<file path="config.mk">
export PLATFORM = sky130hd
export DESIGN_NAME = pwm_multi_channel
export DESIGN_NICKNAME = d
export VERILOG_FILES = /design/src/rtl/pwm_pkg.sv /design/src/rtl/pwm_channel.sv /design/src/rtl/pwm_multi_channel.sv
export SDC_FILE = /design/constraint.sdc
export NUM_CORES = 1
export LEC_CHECK = 0
export BUFFER_PORTS_ARGS = -buffer_cell sky130_fd_sc_hd__buf_2
export CAP_MARGIN = 10
export CORE_MARGIN = 4
export CORE_UTILIZATION = 55
export CTS_CLUSTER_SIZE = 24
export DETAILED_ROUTE_END_ITERATION = 8
export PLACE_DENSITY = 0.7
export SYNTH_ARGS = -nofsm -noshare
export SYNTH_HDL_FRONTEND = slang
export SYNTH_SLANG_ARGS = --single-unit
</file>
<file path="constraint.sdc">
create_clock -name clk -period 3.8 [get_ports clk]
set_input_delay 0.38 -clock clk [delete_from_list [all_inputs] [get_ports clk]]
set_output_delay 0.38 -clock clk [all_outputs]
set_load 0.005 [all_outputs]
</file>
<file path="src/rtl/pwm_pkg.sv">
`default_nettype none
// ============================================================================
// Module      : pwm_pkg
// Description : Shared constants and types for the multi-channel PWM block.
// Revision    : 1.0 - initial release
// ============================================================================
package pwm_pkg;

    localparam int ADDR_CTRL       = 0;
    localparam int ADDR_PERIOD     = 1;
    localparam int ADDR_DUTY0      = 2;

    localparam int CTRL_EN_BIT     = 0;
    localparam int CTRL_CENTER_BIT = 1;
    localparam int CTRL_SWEEP_LSB  = 2;

    typedef enum logic [0:0] {
        PWM_EDGE   = 1'b0,
        PWM_CENTER = 1'b1
    } pwm_mode_e;

endpackage
`default_nettype wire

</file>
<file path="src/rtl/pwm_channel.sv">
`default_nettype none
// ============================================================================
// Module      : pwm_channel
// Description : One PWM lane: active duty register, sweep stepping, comparator.
// Revision    : 1.0 - initial release
// ============================================================================
module pwm_channel #(
    parameter int CNT_W = 8,
    parameter int STEP  = 5
) (
    input  logic             clk,
    input  logic             rst,
    input  logic             running,
    input  logic             boundary,
    input  logic             sweep_en,
    input  logic             duty_wr,
    input  logic [CNT_W-1:0] duty_sh_next,
    input  logic [CNT_W-1:0] period_act,
    input  logic [CNT_W-1:0] cnt,
    output logic             pwm_out
);

    logic [CNT_W-1:0] r_duty_act;
    logic             r_pending;
    logic             r_pwm;
    logic [CNT_W:0]   w_sum;
    logic [CNT_W-1:0] w_swept;

    // Sum kept one bit wider so an overshoot past the period is detected, not wrapped.
    assign w_sum   = {1'b0, r_duty_act} + (CNT_W+1)'(STEP);
    assign w_swept = (w_sum > {1'b0, period_act}) ? '0 : w_sum[CNT_W-1:0];

    always_ff @(posedge clk) begin
        if (!rst) begin
            r_duty_act <= '0;
            r_pending  <= 1'b0;
            r_pwm      <= 1'b0;
        end else begin
            r_pwm <= running && (cnt < r_duty_act);
            if (!running) begin
                r_duty_act <= duty_sh_next;
                r_pending  <= 1'b0;
            end else if (boundary) begin
                r_pending <= 1'b0;
                if (r_pending || duty_wr || !sweep_en) begin
                    r_duty_act <= duty_sh_next;
                end else begin
                    r_duty_act <= w_swept;
                end
            end else if (duty_wr) begin
                r_pending <= 1'b1;
            end
        end
    end

    assign pwm_out = r_pwm;

endmodule
`default_nettype wire

</file>
<file path="src/rtl/pwm_multi_channel.sv">
`default_nettype none
// ============================================================================
// Module      : pwm_multi_channel
// Description : Shared-counter PWM with double-buffered duty, edge/center modes.
// Revision    : 1.0 - initial release
// ============================================================================
module pwm_multi_channel
    import pwm_pkg::*;
#(
    parameter int CHANNELS = 4,
    parameter int CNT_W    = 8,
    parameter int STEP     = 5,
    parameter int ADDR_W   = $clog2(CHANNELS + 2)
) (
    input  logic                clk,
    input  logic                rst,
    input  logic                cfg_we,
    input  logic [ADDR_W-1:0]   cfg_addr,
    input  logic [CNT_W-1:0]    cfg_wdata,
    output logic [CHANNELS-1:0] pwm_out,
    output logic                cycle_start,
    output logic [CNT_W-1:0]    cnt_dbg
);

    logic                r_en;
    logic                r_center_cfg;
    logic [CHANNELS-1:0] r_sweep_en;
    logic [CNT_W-1:0]    r_period_sh;
    logic [CNT_W-1:0]    r_period_act;
    logic [CNT_W-1:0]    r_duty_sh [CHANNELS];
    logic [CNT_W-1:0]    r_cnt;
    logic                r_down;
    pwm_mode_e           r_mode;
    logic                r_cycle_start;

    logic                w_wr_ctrl;
    logic                w_wr_period;
    logic [CHANNELS-1:0] w_duty_wr;
    logic [CHANNELS-1:0] w_sweep_wdata;
    logic [CNT_W-1:0]    w_duty_sh_next [CHANNELS];
    logic [CNT_W-1:0]    w_period_sh_next;
    logic                w_center_next;
    logic                w_running;
    logic                w_wrap;
    logic                w_boundary;
    logic                w_unused_wdata;

    assign w_wr_ctrl        = cfg_we && (cfg_addr == ADDR_W'(ADDR_CTRL));
    assign w_wr_period      = cfg_we && (cfg_addr == ADDR_W'(ADDR_PERIOD));
    assign w_period_sh_next = w_wr_period ? cfg_wdata : r_period_sh;
    assign w_center_next    = w_wr_ctrl ? cfg_wdata[CTRL_CENTER_BIT] : r_center_cfg;
    assign w_unused_wdata   = ^cfg_wdata;

    generate
        for (genvar i = 0; i < CHANNELS; i++) begin : g_decode
            assign w_duty_wr[i]      = cfg_we && (cfg_addr == ADDR_W'(ADDR_DUTY0 + i));
            assign w_duty_sh_next[i] = w_duty_wr[i] ? cfg_wdata : r_duty_sh[i];
            if (CTRL_SWEEP_LSB + i < CNT_W) begin : g_sweep_bit
                assign w_sweep_wdata[i] = cfg_wdata[CTRL_SWEEP_LSB + i];
            end else begin : g_sweep_none
                assign w_sweep_wdata[i] = 1'b0;
            end
        end
    endgenerate

    assign w_running = r_en && (r_period_act != '0);

    // Center mode with P=1 never goes down: 0,1 then straight back to 0.
    always_comb begin
        w_wrap = 1'b0;
        if (r_mode == PWM_EDGE) begin
            w_wrap = (r_cnt >= r_period_act);
        end else if (r_down) begin
            w_wrap = (r_cnt <= CNT_W'(1));
        end else begin
            w_wrap = (r_period_act == CNT_W'(1)) && (r_cnt >= r_period_act);
        end
    end

    assign w_boundary = w_running && w_wrap;

    always_ff @(posedge clk) begin
        if (!rst) begin
            r_en          <= 1'b0;
            r_center_cfg  <= 1'b0;
            r_sweep_en    <= '0;
            r_period_sh   <= '0;
            r_period_act  <= '0;
            r_cnt         <= '0;
            r_down        <= 1'b0;
            r_mode        <= PWM_EDGE;
            r_cycle_start <= 1'b0;
            for (int i = 0; i < CHANNELS; i++) begin
                r_duty_sh[i] <= '0;
            end
        end else begin
            if (w_wr_ctrl) begin
                r_en         <= cfg_wdata[CTRL_EN_BIT];
                r_center_cfg <= cfg_wdata[CTRL_CENTER_BIT];
                r_sweep_en   <= w_sweep_wdata;
            end
            r_period_sh <= w_period_sh_next;
            for (int i = 0; i < CHANNELS; i++) begin
                r_duty_sh[i] <= w_duty_sh_next[i];
            end

            if (!w_running) begin
                r_cnt         <= '0;
                r_down        <= 1'b0;
                r_period_act  <= w_period_sh_next;
                r_mode        <= w_center_next ? PWM_CENTER : PWM_EDGE;
                r_cycle_start <= 1'b0;
            end else begin
                r_cycle_start <= (r_cnt == '0);
                if (w_wrap) begin
                    r_cnt        <= '0;
                    r_down       <= 1'b0;
                    r_period_act <= w_period_sh_next;
                    r_mode       <= w_center_next ? PWM_CENTER : PWM_EDGE;
                end else if ((r_mode == PWM_EDGE) || (!r_down && (r_cnt < r_period_act))) begin
                    r_cnt <= r_cnt + CNT_W'(1);
                end else begin
                    r_cnt  <= r_cnt - CNT_W'(1);
                    r_down <= 1'b1;
                end
            end
        end
    end

    generate
        for (genvar i = 0; i < CHANNELS; i++) begin : g_ch
            pwm_channel #(
                .CNT_W (CNT_W),
                .STEP  (STEP)
            ) u_channel (
                .clk          (clk),
                .rst          (rst),
                .running      (w_running),
                .boundary     (w_boundary),
                .sweep_en     (r_sweep_en[i]),
                .duty_wr      (w_duty_wr[i]),
                .duty_sh_next (w_duty_sh_next[i]),
                .period_act   (r_period_act),
                .cnt          (r_cnt),
                .pwm_out      (pwm_out[i])
            );
        end
    endgenerate

    assign cycle_start = r_cycle_start;
    assign cnt_dbg     = r_cnt;

endmodule
`default_nettype wire

</file>
Word-level counts from Yosys, hierarchy flattened

Memory sizes are Yosys's and may differ from the RTL's.
Cells that the tools add are included.

$add $sub $neg: 6
Multipliers: 0
Div/mod/pow operators: 0
Magnitude comparators: 11
Eq/ne operators: 8
Shift-type cells: 0
Muxes and demuxes: 36
Bitwise gates (word level): 7
Reductions and logical operators: 34

Operators with widths:

| operator                                                                          | number |
|---|---|
| 8-bit two-way mux                                                                 | 28 |
| 8-bit < comparator                                                                | 5 |
| 8-bit by 3-bit adder with 9-bit output (second input constant)                    | 4 |
| 9-bit by 8-bit > comparator with 1-bit output                                     | 4 |
| 1-bit logical AND                                                                 | 14 |
| 1-bit logical OR                                                                  | 9 |
| 8-bit by 1-bit adder with 8-bit output (second input constant)                    | 1 |
| 8-bit by 1-bit == test with 1-bit output (second input constant)                  | 1 |
| 8-bit greater-or-equal comparator                                                 | 1 |
| 8-bit by 1-bit less-or-equal comparator with 1-bit output (second input constant) | 1 |
| 8-bit logical NOT                                                                 | 1 |
| 1-bit two-way mux                                                                 | 8 |
| 8-bit nonzero test                                                                | 1 |
| 8-bit by 1-bit subtractor with 8-bit output (second input constant)               | 1 |
| 3-bit by 2-bit == test with 1-bit output (second input constant)                  | 2 |
| 3-bit == test (second input constant)                                             | 2 |
| 3-bit OR reduction                                                                | 2 |
| 1-bit logical NOT                                                                 | 5 |
| 2-bit inequality test (second input constant)                                     | 2 |
| 1-bit bitwise OR                                                                  | 4 |
| 3-bit by 1-bit == test with 1-bit output (second input constant)                  | 1 |
| 3-bit logical NOT                                                                 | 1 |
| 1-bit inverter                                                                    | 3 |
| 2-bit AND reduction                                                               | 1 |

Flip-flop bits (word level): 73
Bits in latches: 0
Bits in writable memories: 32
Bits in read-only memories: 0
Input bits: 14
Output and inout port bits: 13
Logic and storage cells: 124
Memories kept: 1

Memories:

| name      | words | width | read ports | clocked after Yosys merged registers in | wr ports | line                    | RTL |
|---|---|---|---|---|---|---|---|
| r_duty_sh | 4     | 8     | 4          | 0                                       | 4        | pwm_multi_channel.sv:30 | `logic [CNT_W-1:0] r_duty_sh [CHANNELS];` |

Logic depth before layout (Yosys ltp)

Gate-level depths: netlist of run 1.

Depth after elaboration: 7
Gate-level depth with buffers: 12
Mapped depth without buffers: 11

Modules after synthesis

From an unflattened synthesis of run 1, not the netlist that was laid out.

Cell total of the unflattened synthesis: 831
Area, all modules: 7040.5 sq um

By module, submodules not included:

| module                              | instances | cells each | area each (sq um) | sequential area each (sq um) |
|---|---|---|---|---|
| pwm_multi_channel                   | 1         | 331        | 2989.1            | 1301.2 |
| pwm_channel (g_ch[0].u_channel ...) | 2         | 127        | 1043.5            | 200.2 |
| pwm_channel (g_ch[1].u_channel ...) | 2         | 123        | 982.2             | 200.2 |

Worst setup path before layout of run 1

No wires, ideal clock.

Path type: register -> register
From: reg g_ch[2].u_channel.r_duty_act[0]
To: reg g_ch[2].u_channel.r_duty_act[5]
Library setup time: 0.122 ns
Arrival: 2.764 ns
Slack: 0.914 ns
Cell stages (with the launch flop): 12
Path buffers: 1
Period minus slack after synthesis: 2.886 ns
Cell sequence: dfxtp_1 ha_1 o2111ai_1 xnor2_1 ha_1 nand4_1 or3_1 a21oi_1 and3b_1 buf_6 a31o_1 a221o_1

Word-level cells in the longest chain between the ends: 6

RTL lines:

| what                                          | line              | RTL |
|---|---|---|
| start: declaration                            | pwm_channel.sv:23 | `logic [CNT_W-1:0] r_duty_act;` |
| start signal: assignment                      | pwm_channel.sv:41 | `r_duty_act <= duty_sh_next;` |
| start signal: assignment                      | pwm_channel.sv:46 | `r_duty_act <= duty_sh_next;` |
| start signal: assignment                      | pwm_channel.sv:48 | `r_duty_act <= w_swept;` |
| 8-bit by 3-bit adder with 9-bit output *      | pwm_channel.sv:30 | `assign w_sum = {1'b0, r_duty_act} + (CNT_W+1)'(STEP);` |
| 9-bit by 8-bit > comparator with 1-bit output | pwm_channel.sv:31 | `assign w_swept = (w_sum > {1'b0, period_act}) ? '0 : w_sum[CNT_W-1:0];` |
| 8-bit two-way mux *                           | pwm_channel.sv:31 |  |
| 8-bit two-way mux *                           | pwm_channel.sv:45 | `if (r_pending \|\| duty_wr \|\| !sweep_en) begin` |
| 8-bit two-way mux *                           | pwm_channel.sv:43 | `end else if (boundary) begin` |
| 8-bit two-way mux *                           | pwm_channel.sv:40 | `if (!running) begin` |

Mark *: on every way between the ends. The rest lies on a longest branch, timed or not. The select of a mux whose other input is x is not followed.
A chain may end at the register's enable or synchronous reset.

Worst setup path after layout of run 1

Same ends and word-level chain as after synthesis.

==> run summary, run 1 <==
Result of the run = finished, final reports clean
Number of top-level pins = 27
Fin crit share = 83.7%
Number of flops mapped to enable cells by yosys = 0
Final worst-path setup slack = 0.618 ns
Sequential share of the synthesized area = 32.7%
Pwr per Cell Area = 340 nW/um^2
First-pass GRT wire length = 29.3 mm
Internal power = 1.81 mW
Worst r2r src = g_ch[2].u_channel.r_duty_act[0]
Cts repair resizes = 0
Headroom to the max-slew limit = 49.8%
Synthesized instance count = 731
CTS clk-pin slew, worst paths = 0.07 ns
Initial standard-cell utilization of the core = 56.4%
Via count of the first global-routing pass = 5576
Mapped Area = 6430 um^2
Sequential share of power = 47.3%
Number of nets at the end of the flow = 842
Post-detailed-route via-to-cell ratio = 6.29
Total CTS buffers = 9
Number of diodes added for antenna fixing = 0
Fraction of synthesis flops using an asynchronous set or reset pin = 0%
Worst clock skew = 0.00938 ns
Clk pwr share = 42.3%
Number of pins with negative max-slew slack in the final report = 0
Number of warning messages in the yosys log = 0
Crit path arrival time = 3.43 ns
Standard-cell rows = 39
Maximum count of clock buffers along a single path = 2
Vertical extent of the die = 116 um
Most common library cell in the layout ignoring fill and taps = dfxtp_1
Number of nets still failing antenna checks after routing = 0
Endpoints failing setup = 0
Highest net fanout along the worst path = 6
Slew of the pin with the lowest slew margin = 0.752 ns
Detail-routed net length per standard cell = 20.6 um
Post-DP Area = 6740 um^2
Global routing usage summed across all routing layers = 28.4%
Layout filler cell count = 1009
Commonest non-fill, non-tap cells in the layout = 105 x dfxtp_1, 94 x nor2_1, 76 x ha_1, 53 x a21oi_1, 52 x mux2i_1
Setup repair after global routing missed its margin = no
Maximum operating frequency = 314 MHz
Number of violations reported at the end of detailed-routing iteration 0 = 431
TritonCTS clock tree = done
FF-to-FF End = g_ch[2].u_channel.r_duty_act[5]
Router iterations before antenna repair = 5
Lkg Pwr = 2.93 nW
Number of distinct library cells after synthesis = 63
Chip Width = 116 um
Number of setup buffers added after CTS = 0
Number of vias in the routed layout = 5661
Layout Utilization = 61.8%
Root Buffer = clkbuf_16
Proportion of power drawn by combinational gates = 10.4%
Setup slack of the most critical reg-to-reg path = 0.62 ns
Flip-flop and latch count after synthesis = 105
Pre-CTS setup slack = 0.650 ns
Design area = 7060 um^2
Number of input and output port buffers inserted = 26
Clock sink count = 105
Synth-to-layout area growth = 9.72%
Nature of the critical path startpoint = register
Min-Delay Path Depth = 3
Most area-hungry cell type in the Yosys netlist = dfxtp_1
Crit path required time = 4.04 ns
Area of the die = 13500 um^2
Worst VDD drop = 0.358 mV
Source of the worst hold timing path = cfg_wdata[0]
Tightest Hold Check Type = primary input to register
Number of hold-slack violations in the final timing report = 0
Wire length after detailed routing = 18.6 mm
DP Wirelength = 13.0 mm
Number of remaining DRC errors = 0
RePlAce Congestion = 0.932
Per-instance average area after synthesis = 8.80 um^2
Setup TNS Final = 0 ns
Worst r2r path cells = 10
Period minus WS final = 3.18 ns
Switching power as a share of total power = 24.6%
Synth Flop Type = dfxtp_1
Post-Route Hold Slack = 0.447 ns
Fraction of synthesized cell area taken by the top area cell type = 32.7%
Remaining Overflow, GRT = 0
CP Capture Type = register
Area contributors post-synth = dfxtp_1 33%, ha_1 15%, mux2i_1 8.1%
Hold buffer count at CTS = 0
Capture endpoint of the worst hold path = r_en
Switching power of the nets = 589 uW
Fraction of final layout cells with drive strength greater than 1 = 10.2%
Max Cap Viol = 0
Syn_nets = 821
Largest net degree at the start of global routing = 59
Count of H-tree levels built during CTS = 3
Type of the setup path with the least slack = register to register
Antenna violations before repair = 0
Insertion delay of the later-clocked pin in the worst-skew pair = 0.35 ns
Core area = 11400 um^2
-- worst max-delay path: stages (launching register included) --
cell and delay (ns):
dfxtp_1 0.37, ha_1 0.28, o2111ai_1 0.37, xnor2_1 0.13, ha_1 0.33, nand4_1 0.14
or3_1 0.37, a21oi_1 0.26, and3b_1 0.29, a31o_1 0.24, a221o_1 0.29
-- per-stage QoR --
stage | power, mW | std cells
2_1_floorplan | 1.32 | 731
5_1_grt | 2.48 | 900
3_3_place_gp | 1.39 | 884
3_5_place_dp | 1.40 | 884
4_1_cts | 2.41 | 900
6_report | 2.40 | 900
-- state kept, by name (all words and copies together), names as in the netlist --
register and count:
r_down 1, g_ch.u_channel.r_pending 4, cnt_dbg 8, g_ch.u_channel.pwm_out 4, r_duty_sh 32, r_period_sh 8, r_period_act 8, cycle_start 1
r_en 1, r_mode 1, r_center_cfg 1, g_ch.u_channel.r_duty_act 32, r_sweep_en 4
-- metal layers --
metal | routed length [um] | up-vias | GRT usage [%]
met2 | 8530 | 193 | 46.2
met1 | 8380 | 2699 | 37.7
met5 | 0 | - | 0
met4 | 620 | 0 | 13.0
li1 | - | 2725 | -
met3 | 1050 | 44 | 3.78
-- cell type report --
type / instances / area (um^2) / area share, %
clock buffers: 11 / 243 / 3.44
clock inverters: 5 / 78.8 / 1.12
inverters: 46 / 173 / 2.45
multi-input cells: 546 / 4020 / 56.9
flip-flops and latches: 105 / 2100 / 29.8
well taps: 143 / 179 / 2.53
repair buffers: 44 / 265 / 3.76
-- worst max-delay path by stage --
stage / start / to / slack (ns) / depth (start not counted)
2_1_floorplan: g_ch[2].u_channel.r_duty_act[0] / g_ch[2].u_channel.r_duty_act[5] / 0.91 / 11
3_3_place_gp: g_ch[2].u_channel.r_duty_act[0] / g_ch[2].u_channel.r_duty_act[5] / 0.74 / 10
3_5_place_dp: g_ch[2].u_channel.r_duty_act[0] / g_ch[2].u_channel.r_duty_act[5] / 0.65 / 10
4_1_cts: g_ch[2].u_channel.r_duty_act[0] / g_ch[2].u_channel.r_duty_act[5] / 0.65 / 10
5_1_grt: g_ch[0].u_channel.r_duty_act[0] / g_ch[0].u_channel.r_duty_act[5] / 0.33 / 11
6_report: g_ch[2].u_channel.r_duty_act[0] / g_ch[2].u_channel.r_duty_act[5] / 0.62 / 10
-- power by group through the flow --
stage | Sequential [mW] | Combinational, mW | Clock [mW]
after floorplan | 1.15 | 0.170 | 0
after global placement | 1.16 | 0.236 | 0
after detailed placement | 1.16 | 0.244 | 0
after CTS | 1.13 | 0.246 | 1.03
after global routing | 1.14 | 0.273 | 1.07
final | 1.13 | 0.250 | 1.01
-- cells by family (layout without fill, tap and decap cells) --
family                   Yosys count  in the layout  synth area share [%]
AND/OR/NAND/NOR                  215            215                  16.4
AO/OA/AOI/OAI                    176            176                  19.2
flip-flops                       105            105                  32.7
buffers and inverters             80            106                  5.15
adder cells (fa/ha/maj)           76             76                  14.8
multiplexers                      54             54                  8.44
XOR/XNOR                          25             25                  3.40
-- Yosys cell counts, types with 6 or more instances --
cell	instances
a2111oi_0	6
a21o_1	18
a21oi_1	53
a22oi_1	10
a2bb2oi_1	8
and3_1	7
buf_2	7
clkbuf_1	17
dfxtp_1	105
ha_1	76
inv_1	46
mux2i_1	52
nand2_1	29
nand3_1	12
nand4_1	14
nor2_1	94
nor3_1	18
o21ai_0	7
o22ai_1	19
o32ai_1	12
or3_1	9
xnor2_1	25
Power figures use the tool's default switching activity.
==> run 2, diff against run 1 <==
ABC_AREA = 1   (was unset)
clock period = 3.14 ns   (was 3.8 ns; I/O delays follow)
==> run summary, run 2 <==
Result of the run = finished, final reports clean
Number of remaining DRC errors = 0 (unchanged)
Worst r2r path cells = 13 (+3)
DP Wirelength = 13.2 mm (+1.5%)
Setup TNS Final = 0 ns (unchanged)
Standard-cell rows = 40 (+2.6%)
Number of flops mapped to enable cells by yosys = 0 (unchanged)
Wire length after detailed routing = 17.6 mm (-5.0%)
Synthesized instance count = 1063 (+45%)
Switching power as a share of total power = 29.1% (+4.5 points)
Pwr per Cell Area = 385 nW/um^2 (+13%)
Detail-routed net length per standard cell = 14.1 um (-32%)
FF-to-FF End = g_ch[3].u_channel.r_duty_act[4]
Number of vias in the routed layout = 6354 (+12%)
Post-DP Area = 7250 um^2 (+7.5%)
Per-instance average area after synthesis = 6.58 um^2 (-25%)
Maximum operating frequency = 418 MHz (+33%)
Endpoints failing setup = 0 (unchanged)
Mapped Area = 7000 um^2 (+8.7%)
Worst r2r src = cnt_dbg[1]
Router iterations before antenna repair = 5 (unchanged)
Number of nets at the end of the flow = 1173 (+39%)
Clock sink count = 105 (unchanged)
Capturing instance or port of the critical path = g_ch[3].u_channel.r_duty_act[4]
RePlAce Congestion = 0.934 (+0.25%)
Number of distinct library cells after synthesis = 31 (-51%)
Fraction of final layout cells with drive strength greater than 1 = 7.54% (-2.6 points)
Sequential share of power = 48.1% (+0.8 points)
Chip Width = 121 um (+4.0%)
Top post-synthesis cells by count = 296 x nand2_1, 164 x inv_1, 150 x nor2_1
Number of warning messages in the yosys log = 0 (unchanged)
Area contributors post-synth = dfxtp_1 30%, nand2_1 16%, ha_1 14%
Slew of the pin with the lowest slew margin = 0.661 ns (-0.0911 ns)
Number of top-level pins = 27 (unchanged)
Fraction of synthesis flops using an asynchronous set or reset pin = 0% (unchanged)
Peak per-stage delay on the critical path = 0.67 ns (+0.30 ns)
Number of input and output port buffers inserted = 26 (unchanged)
Insertion delay of the later-clocked pin in the worst-skew pair = 0.36 ns (about the same)
Core area = 12200 um^2 (+6.9%)
Tightest Hold Check Type = primary input to register
Maximum count of clock buffers along a single path = 2 (unchanged)
Top Family by Delay on Critical Path = simple AND/OR/NAND/NOR gates
Crit path arrival time = 2.69 ns (-0.74 ns)
Crit path required time = 3.44 ns (-0.60 ns)
Worst path most repeated cell = nand2_1
Max Cap Viol = 0 (unchanged)
Slowest cell on the critical path = dfxtp_1
Total CTS buffers = 9 (unchanged)
Global routing usage summed across all routing layers = 26.0% (-2.4 points)
Design area = 7520 um^2 (+6.6%)
Remaining Overflow, GRT = 0 (unchanged)
Proportion of power drawn by combinational gates = 13.9% (+3.5 points)
Critical path buffers and inverters = 1 (+1)
Largest registers in the final layout = g_ch.u_channel.r_duty_act: 32 flops, r_duty_sh: 32 flops
Number of diodes added for antenna fixing = 0 (unchanged)
Number of violations reported at the end of detailed-routing iteration 0 = 388 (-10%)
Worst clock skew = 0.00634 ns (-0.00304 ns)
Initial standard-cell utilization of the core = 57.3% (+0.95 points)
Number of setup buffers added after CTS = 0 (unchanged)
Switching power of the nets = 842 uW (+43%)
Critical path, cell by cell = ha_1 -> nand2_1 -> nand2_1 -> nand2_1 -> nand2_1 -> nand2_1 -> nand3_1 -> nand2_1 -> nand2_4 -> nor2_4 -> buf_4 -> nand2_1 -> nand2_1
Total Power = 2.90 mW (+21%)
Most area-hungry cell type in the Yosys netlist = dfxtp_1
Layout filler cell count = 1240 (+23%)
Setup repair after global routing missed its margin = no
Largest net degree at the start of global routing = 41 (-31%)
Fraction of synthesized cell area taken by the top area cell type = 30.0% (-2.6 points)
Antenna violations before repair = 0 (unchanged)
Period minus WS final = 2.39 ns (-0.793 ns)
Hold buffer count at CTS = 0 (unchanged)
TritonCTS clock tree = done
Syn_nets = 1153 (+40%)
Lkg Pwr = 4.00 nW (+37%)
Nature of the critical path startpoint = register
Post-detailed-route via-to-cell ratio = 5.06 (-20%)
Number of nets still failing antenna checks after routing = 0 (unchanged)
Root Buffer = clkbuf_16
Setup slack of the most critical reg-to-reg path = 0.75 ns (+0.13 ns)
CTS clk-pin slew, worst paths = 0.07 ns (about the same)
Startpoint of the worst setup timing path = cnt_dbg[1]
Most common cell in the synthesized netlist = nand2_1
Worst VDD drop = 0.338 mV (-5.5%)
Synth Flop Type = dfxtp_1
First-pass GRT wire length = 29.8 mm (+1.9%)
Number of cells on the critical path = 13 (+3)
Count of H-tree levels built during CTS = 3 (unchanged)
Synth-to-layout area growth = 7.53%
Commonest non-fill, non-tap cells in the layout = 296 x nand2_1, 164 x inv_1, 150 x nor2_1, 105 x dfxtp_1, 76 x ha_1
Number of pins with negative max-slew slack in the final report = 0 (unchanged)
Clk pwr share = 38.1% (-4.2 points)
Number of hold-slack violations in the final timing report = 0 (unchanged)
Sequential share of the synthesized area = 30.0% (-2.6 points)
Vertical extent of the die = 121 um (+4.0%)
Type of the setup path with the least slack = register to register
Via count of the first global-routing pass = 6072 (+8.9%)
Most common library cell in the layout ignoring fill and taps = nand2_1
Headroom to the max-slew limit = 55.9% (+6.1 points)
Fin crit share = 76.1% (-7.6 points)
Cts repair resizes = 0 (unchanged)
Area of the die = 14600 um^2 (+8.1%)
Flip-flop and latch count after synthesis = 105 (unchanged)
Highest net fanout along the worst path = 16 (+10)
CP Capture Type = register
Internal power = 2.05 mW (+14%)
## run 2: cell types whose count changed in the layout (fill, tap and decap cells not counted), moves of 19 or more
| cell | before | now |
|---|---|---|
| o22ai_1 | 19 | 0 |
| nor2_1 | 94 | 150 |
| inv_1 | 46 | 164 |
| o21ai_0 | 7 | 26 |
| mux2i_1 | 52 | 0 |
| xnor2_1 | 25 | 4 |
| o21ai_1 | 2 | 35 |
| nand3_1 | 12 | 34 |
| xor2_1 | 0 | 26 |
| nand2_1 | 29 | 296 |
## run 2: worst min path at each step
| stage | start | to | slack (ns) | depth (start not counted) |
|---|---|---|---|---|
| CTS | cfg_wdata[0] | r_en | 0.27 | 3 |
| finish | cfg_wdata[2] | r_sweep_en[0] | 0.28 | 3 |
| floorplan | g_ch[0].u_channel.r_pending | g_ch[0].u_channel.r_pending | 0.43 | 2 |
| global route | cfg_wdata[4] | r_sweep_en[2] | 0.28 | 3 |
| global placement | g_ch[0].u_channel.r_pending | g_ch[0].u_channel.r_pending | 0.44 | 2 |
| detailed placement | g_ch[1].u_channel.r_pending | g_ch[1].u_channel.r_pending | 0.45 | 2 |
## run 2: power groups by stage
stage | logic [mW] | registers, mW | clock network, mW
floorplan | 0.306 | 1.42 | 0
global placement | 0.396 | 1.42 | 0
detailed placement | 0.399 | 1.42 | 0
CTS | 0.402 | 1.39 | 1.13
global route | 0.466 | 1.40 | 1.18
finish | 0.402 | 1.39 | 1.10
## run 2: logic make-up after synthesis
| group | share of synthesized area, % |
|---|---|
| DFF | 30.0 |
| xor gates and xnor gates | 3.75 |
| adders and majority gates | 13.6 |
| buffers and inverters | 11.4 |
| and+or+nand+nor | 31.3 |
| AOI/OAI and AO/OA | 9.91 |
## run 2: area by class of cell
class                      count  area, um^2  share of cell area [%]
multi-input combinational    763        4100                    54.5
sequential                   105        2100                    27.9
inverter                     168         631                    8.38
clock buffer                  10         229                    3.04
tap                          168         210                    2.79
timing repair buffer          36         205                    2.73
clock inverter                 6        48.8                   0.648
## run 2: tightest hold or removal path, delay by kind of cell
kind,cells,cell delay (ns)
buffers and inverters,2,0.22
AO/OA/AOI/OAI,1,0.06
## run 2: layer usage
metal  track usage (%)  vias up  routed length (um)
met5                 0        -                   0
met4              8.57        0                 512
met3              5.61       32                 905
met2              44.3      160                8270
met1              32.7     2815                7960
li1                  -     3347                   -
## run 2: per-stage QoR
| step | utilization [%] | worst slack (ns) | hold WS [ns] | instances |
|---|---|---|---|---|
| final | 61.6 | 0.750 | 0.275 | 1256 |
| after global placement | 59.3 | 0.780 | 0.439 | 1240 |
| after global routing | 61.6 | 0.476 | 0.277 | 1256 |
| after CTS | 61.6 | 0.751 | 0.267 | 1256 |
| after floorplan | - | 1.14 | 0.432 | 1063 |
| after detailed placement | 59.3 | 0.769 | 0.447 | 1240 |
==> run 3, diff against run 2 <==
clock period = 2.42 ns   (was 3.14 ns; I/O delays follow)
==> run summary, run 3 (synthesis gave the netlist of run 2 again) <==
Chip Width = 121 um (unchanged)
Core area = 12200 um^2 (unchanged)
Insertion delay of the later-clocked pin in the worst-skew pair = 0.36 ns (about the same)
Synth-to-layout area growth = 13.8%
Critical path buffers and inverters = 0 (-1)
Number of hold-slack violations in the final timing report = 0 (unchanged)
Commonest non-fill, non-tap cells in the layout = 293 x nand2_1, 162 x inv_1, 144 x nor2_1, 97 x dfxtp_1, 75 x ha_1
Critical path, cell by cell = ha_1 -> nor2_1 -> nor3_1 -> xor2_1 -> ha_1 -> a21o_1 -> nand3_1 -> nand2_1 -> nor2_1 -> nand2_1 -> nand2_4 -> nand2_1 -> nand2_1 -> nand2_1 -> nand2_1
Startpoint of the worst setup timing path = g_ch[1].u_channel.r_duty_act[0]
Nature of the critical path startpoint = register
TritonCTS clock tree = done
Number of nets still failing antenna checks after routing = 0 (unchanged)
Number of violations reported at the end of detailed-routing iteration 0 = 408 (+5.2%)
Fraction of final layout cells with drive strength greater than 1 = 12.6% (+5.0 points)
Largest registers in the final layout = g_ch.u_channel.r_duty_act: 32 flops, r_duty_sh: 32 flops
Number of pins with negative max-slew slack in the final report = 0 (unchanged)
Sequential share of power = 43.6% (-4.5 points)
Type of the setup path with the least slack = register to register
Source of the worst hold timing path = cfg_wdata[2]
Slew of the pin with the lowest slew margin = 0.444 ns (-0.216 ns)
CP Capture Type = register
RePlAce Congestion = 0.929 (-0.58%)
Standard-cell rows = 40 (unchanged)
Highest net fanout along the worst path = 8 (-8)
Internal power = 3.08 mW (+50%)
Remaining Overflow, GRT = 0 (unchanged)
Number of input and output port buffers inserted = 26 (unchanged)
Worst path most repeated cell = nand2_1
Largest net degree at the start of global routing = 41 (unchanged)
Count of H-tree levels built during CTS = 3 (unchanged)
Pwr per Cell Area = 519 nW/um^2 (+35%)
Min-Delay Path Depth = 3 (unchanged)
Number of diodes added for antenna fixing = 0 (unchanged)
Vertical extent of the die = 121 um (unchanged)
Clk pwr share = 42.6% (+4.5 points)
Number of vias in the routed layout = 6463 (+1.7%)
Switching power as a share of total power = 25.6% (-3.5 points)
Crit path required time = 2.73 ns (-0.71 ns)
Setup repair after global routing missed its margin = yes
Global routing usage summed across all routing layers = 26.1% (+0.12 points)
Total CTS buffers = 9 (unchanged)
Worst r2r path cells = 15 (+2)
Design area = 7970 um^2 (+5.9%)
Pre-CTS setup slack = 0.0924 ns (-0.677 ns)
Worst VDD drop = 0.502 mV (+48%)
Antenna violations before repair = 0 (unchanged)
Wire length after detailed routing = 18.1 mm (+2.5%)
Final worst-path setup slack = 0.163 ns (-0.588 ns)
Placed cell count = 1258 (+1.5%)
Number of nets at the end of the flow = 1198 (+2.1%)
Most common library cell in the layout ignoring fill and taps = nand2_1
Setup TNS Final = 0 ns (unchanged)
Via count of the first global-routing pass = 6127 (+0.91%)
Root Buffer = clkbuf_16
Peak per-stage delay on the critical path = 0.37 ns (-0.30 ns)
Initial standard-cell utilization of the core = 57.3% (unchanged)
Period minus WS final = 2.26 ns (-0.132 ns)
Switching power of the nets = 1.06 mW (+26%)
DP Wirelength = 13.2 mm (-0.23%)
Headroom to the max-slew limit = 70.3% (+14 points)
Lkg Pwr = 4.21 nW (+5.2%)
First-pass GRT wire length = 30.2 mm (+1.0%)
Maximum count of clock buffers along a single path = 2 (unchanged)
Number of top-level pins = 27 (unchanged)
Max Cap Viol = 0 (unchanged)
Post-detailed-route via-to-cell ratio = 5.05 (-0.27%)
Maximum operating frequency = 443 MHz (+5.9%)
Router iterations before antenna repair = 6 (+1)
Layout filler cell count = 1166 (-6.0%)
Top Family by Delay on Critical Path = simple AND/OR/NAND/NOR gates
Crit path arrival time = 2.56 ns (-0.13 ns)
Endpoints failing setup = 0 (unchanged)
Result of the run = finished, final reports clean
Fin crit share = 93.3% (+17 points)
Post-DP Area = 7420 um^2 (+2.4%)
Area of the die = 14600 um^2 (unchanged)
Clock sink count = 105 (unchanged)
Proportion of power drawn by combinational gates = 13.8% (about the same)
Worst clock skew = 0.00792 ns (+0.00158 ns)
Slowest cell on the critical path = dfxtp_2
Worst r2r src = g_ch[1].u_channel.r_duty_act[0]
Number of remaining DRC errors = 0 (unchanged)
Count of non-filler cells in the finished layout = 1281 (+2.0%)
Detail-routed net length per standard cell = 14.1 um (+0.52%)
Tightest Hold Check Type = primary input to register
CTS clk-pin slew, worst paths = 0.07 ns (about the same)
Number of cells on the critical path = 15 (+2)
-- run 3: metal layers --
metal | global-route usage, % | share of wire (%)
met2 | 45.4 | 48
met3 | 4.91 | 3.8
met1 | 32.5 | 46
met5 | 0 | 0
met4 | 8.71 | 2.6
-- run 3: path summary, 6_finish.rpt --
kind | slack (ns) | endpoint
worst max register to register | 0.16 | g_ch[1].u_channel.r_duty_act[3]
worst max-delay path | 0.16 | g_ch[1].u_channel.r_duty_act[3]
worst min register to register | 0.46 | g_ch[3].u_channel.r_pending
worst min-delay path | 0.21 | r_sweep_en[0]
-- run 3: power groups by stage --
| stage | combinational, mW | clock [mW] | sequential, mW |
|---|---|---|---|
| 6_report | 0.570 | 1.76 | 1.80 |
| 2_1_floorplan | 0.397 | 0 | 1.84 |
| 3_3_place_gp | 0.530 | 0 | 1.84 |
| 5_1_grt | 0.660 | 1.85 | 1.81 |
| 3_5_place_dp | 0.535 | 0 | 1.84 |
| 4_1_cts | 0.539 | 1.79 | 1.80 |
-- run 3: area by class of cell --
class	instances	area, um^2	area share, %
multi-input combinational	763	4210	52.9
clock inverter	4	97.6	1.23
timing repair buffer	61	430	5.40
tap	168	210	2.64
sequential	105	2120	26.6
clock buffer	12	267	3.35
inverter	168	631	7.92
-- run 3: through the flow --
stage	total power, mW	utilization, %	hold slack [ns]
after floorplan	2.23	-	0.391
after global placement	2.37	60.8	0.443
after detailed placement	2.38	60.8	0.452
after CTS	4.14	63.7	0.199
after global routing	4.32	65.2	0.232
final	4.14	65.2	0.209
-- run 3: timing repair --
| item | 4_1_cts | 5_1_grt |
|---|---|---|
| hold buffers | 0 | 0 |
| setup endpoints to repair | 0 | 32 |
| hold endpoints to repair | 0 | 0 |
| resized for setup | 0 | 44 |
| buffers inserted | 0 | 7 |
-- run 3: worst reg2reg max path, delay by kind of cell, from the launching register on --
| kind | cells | cell delay, ns |
|---|---|---|
| adder cells (fa/ha/maj) | 2 | 0.47 |
| AO/OA/AOI/OAI | 1 | 0.18 |
| flip-flops | 1 | 0.37 |
| XOR/XNOR | 1 | 0.23 |
| AND/OR/NAND/NOR | 11 | 0.96 |
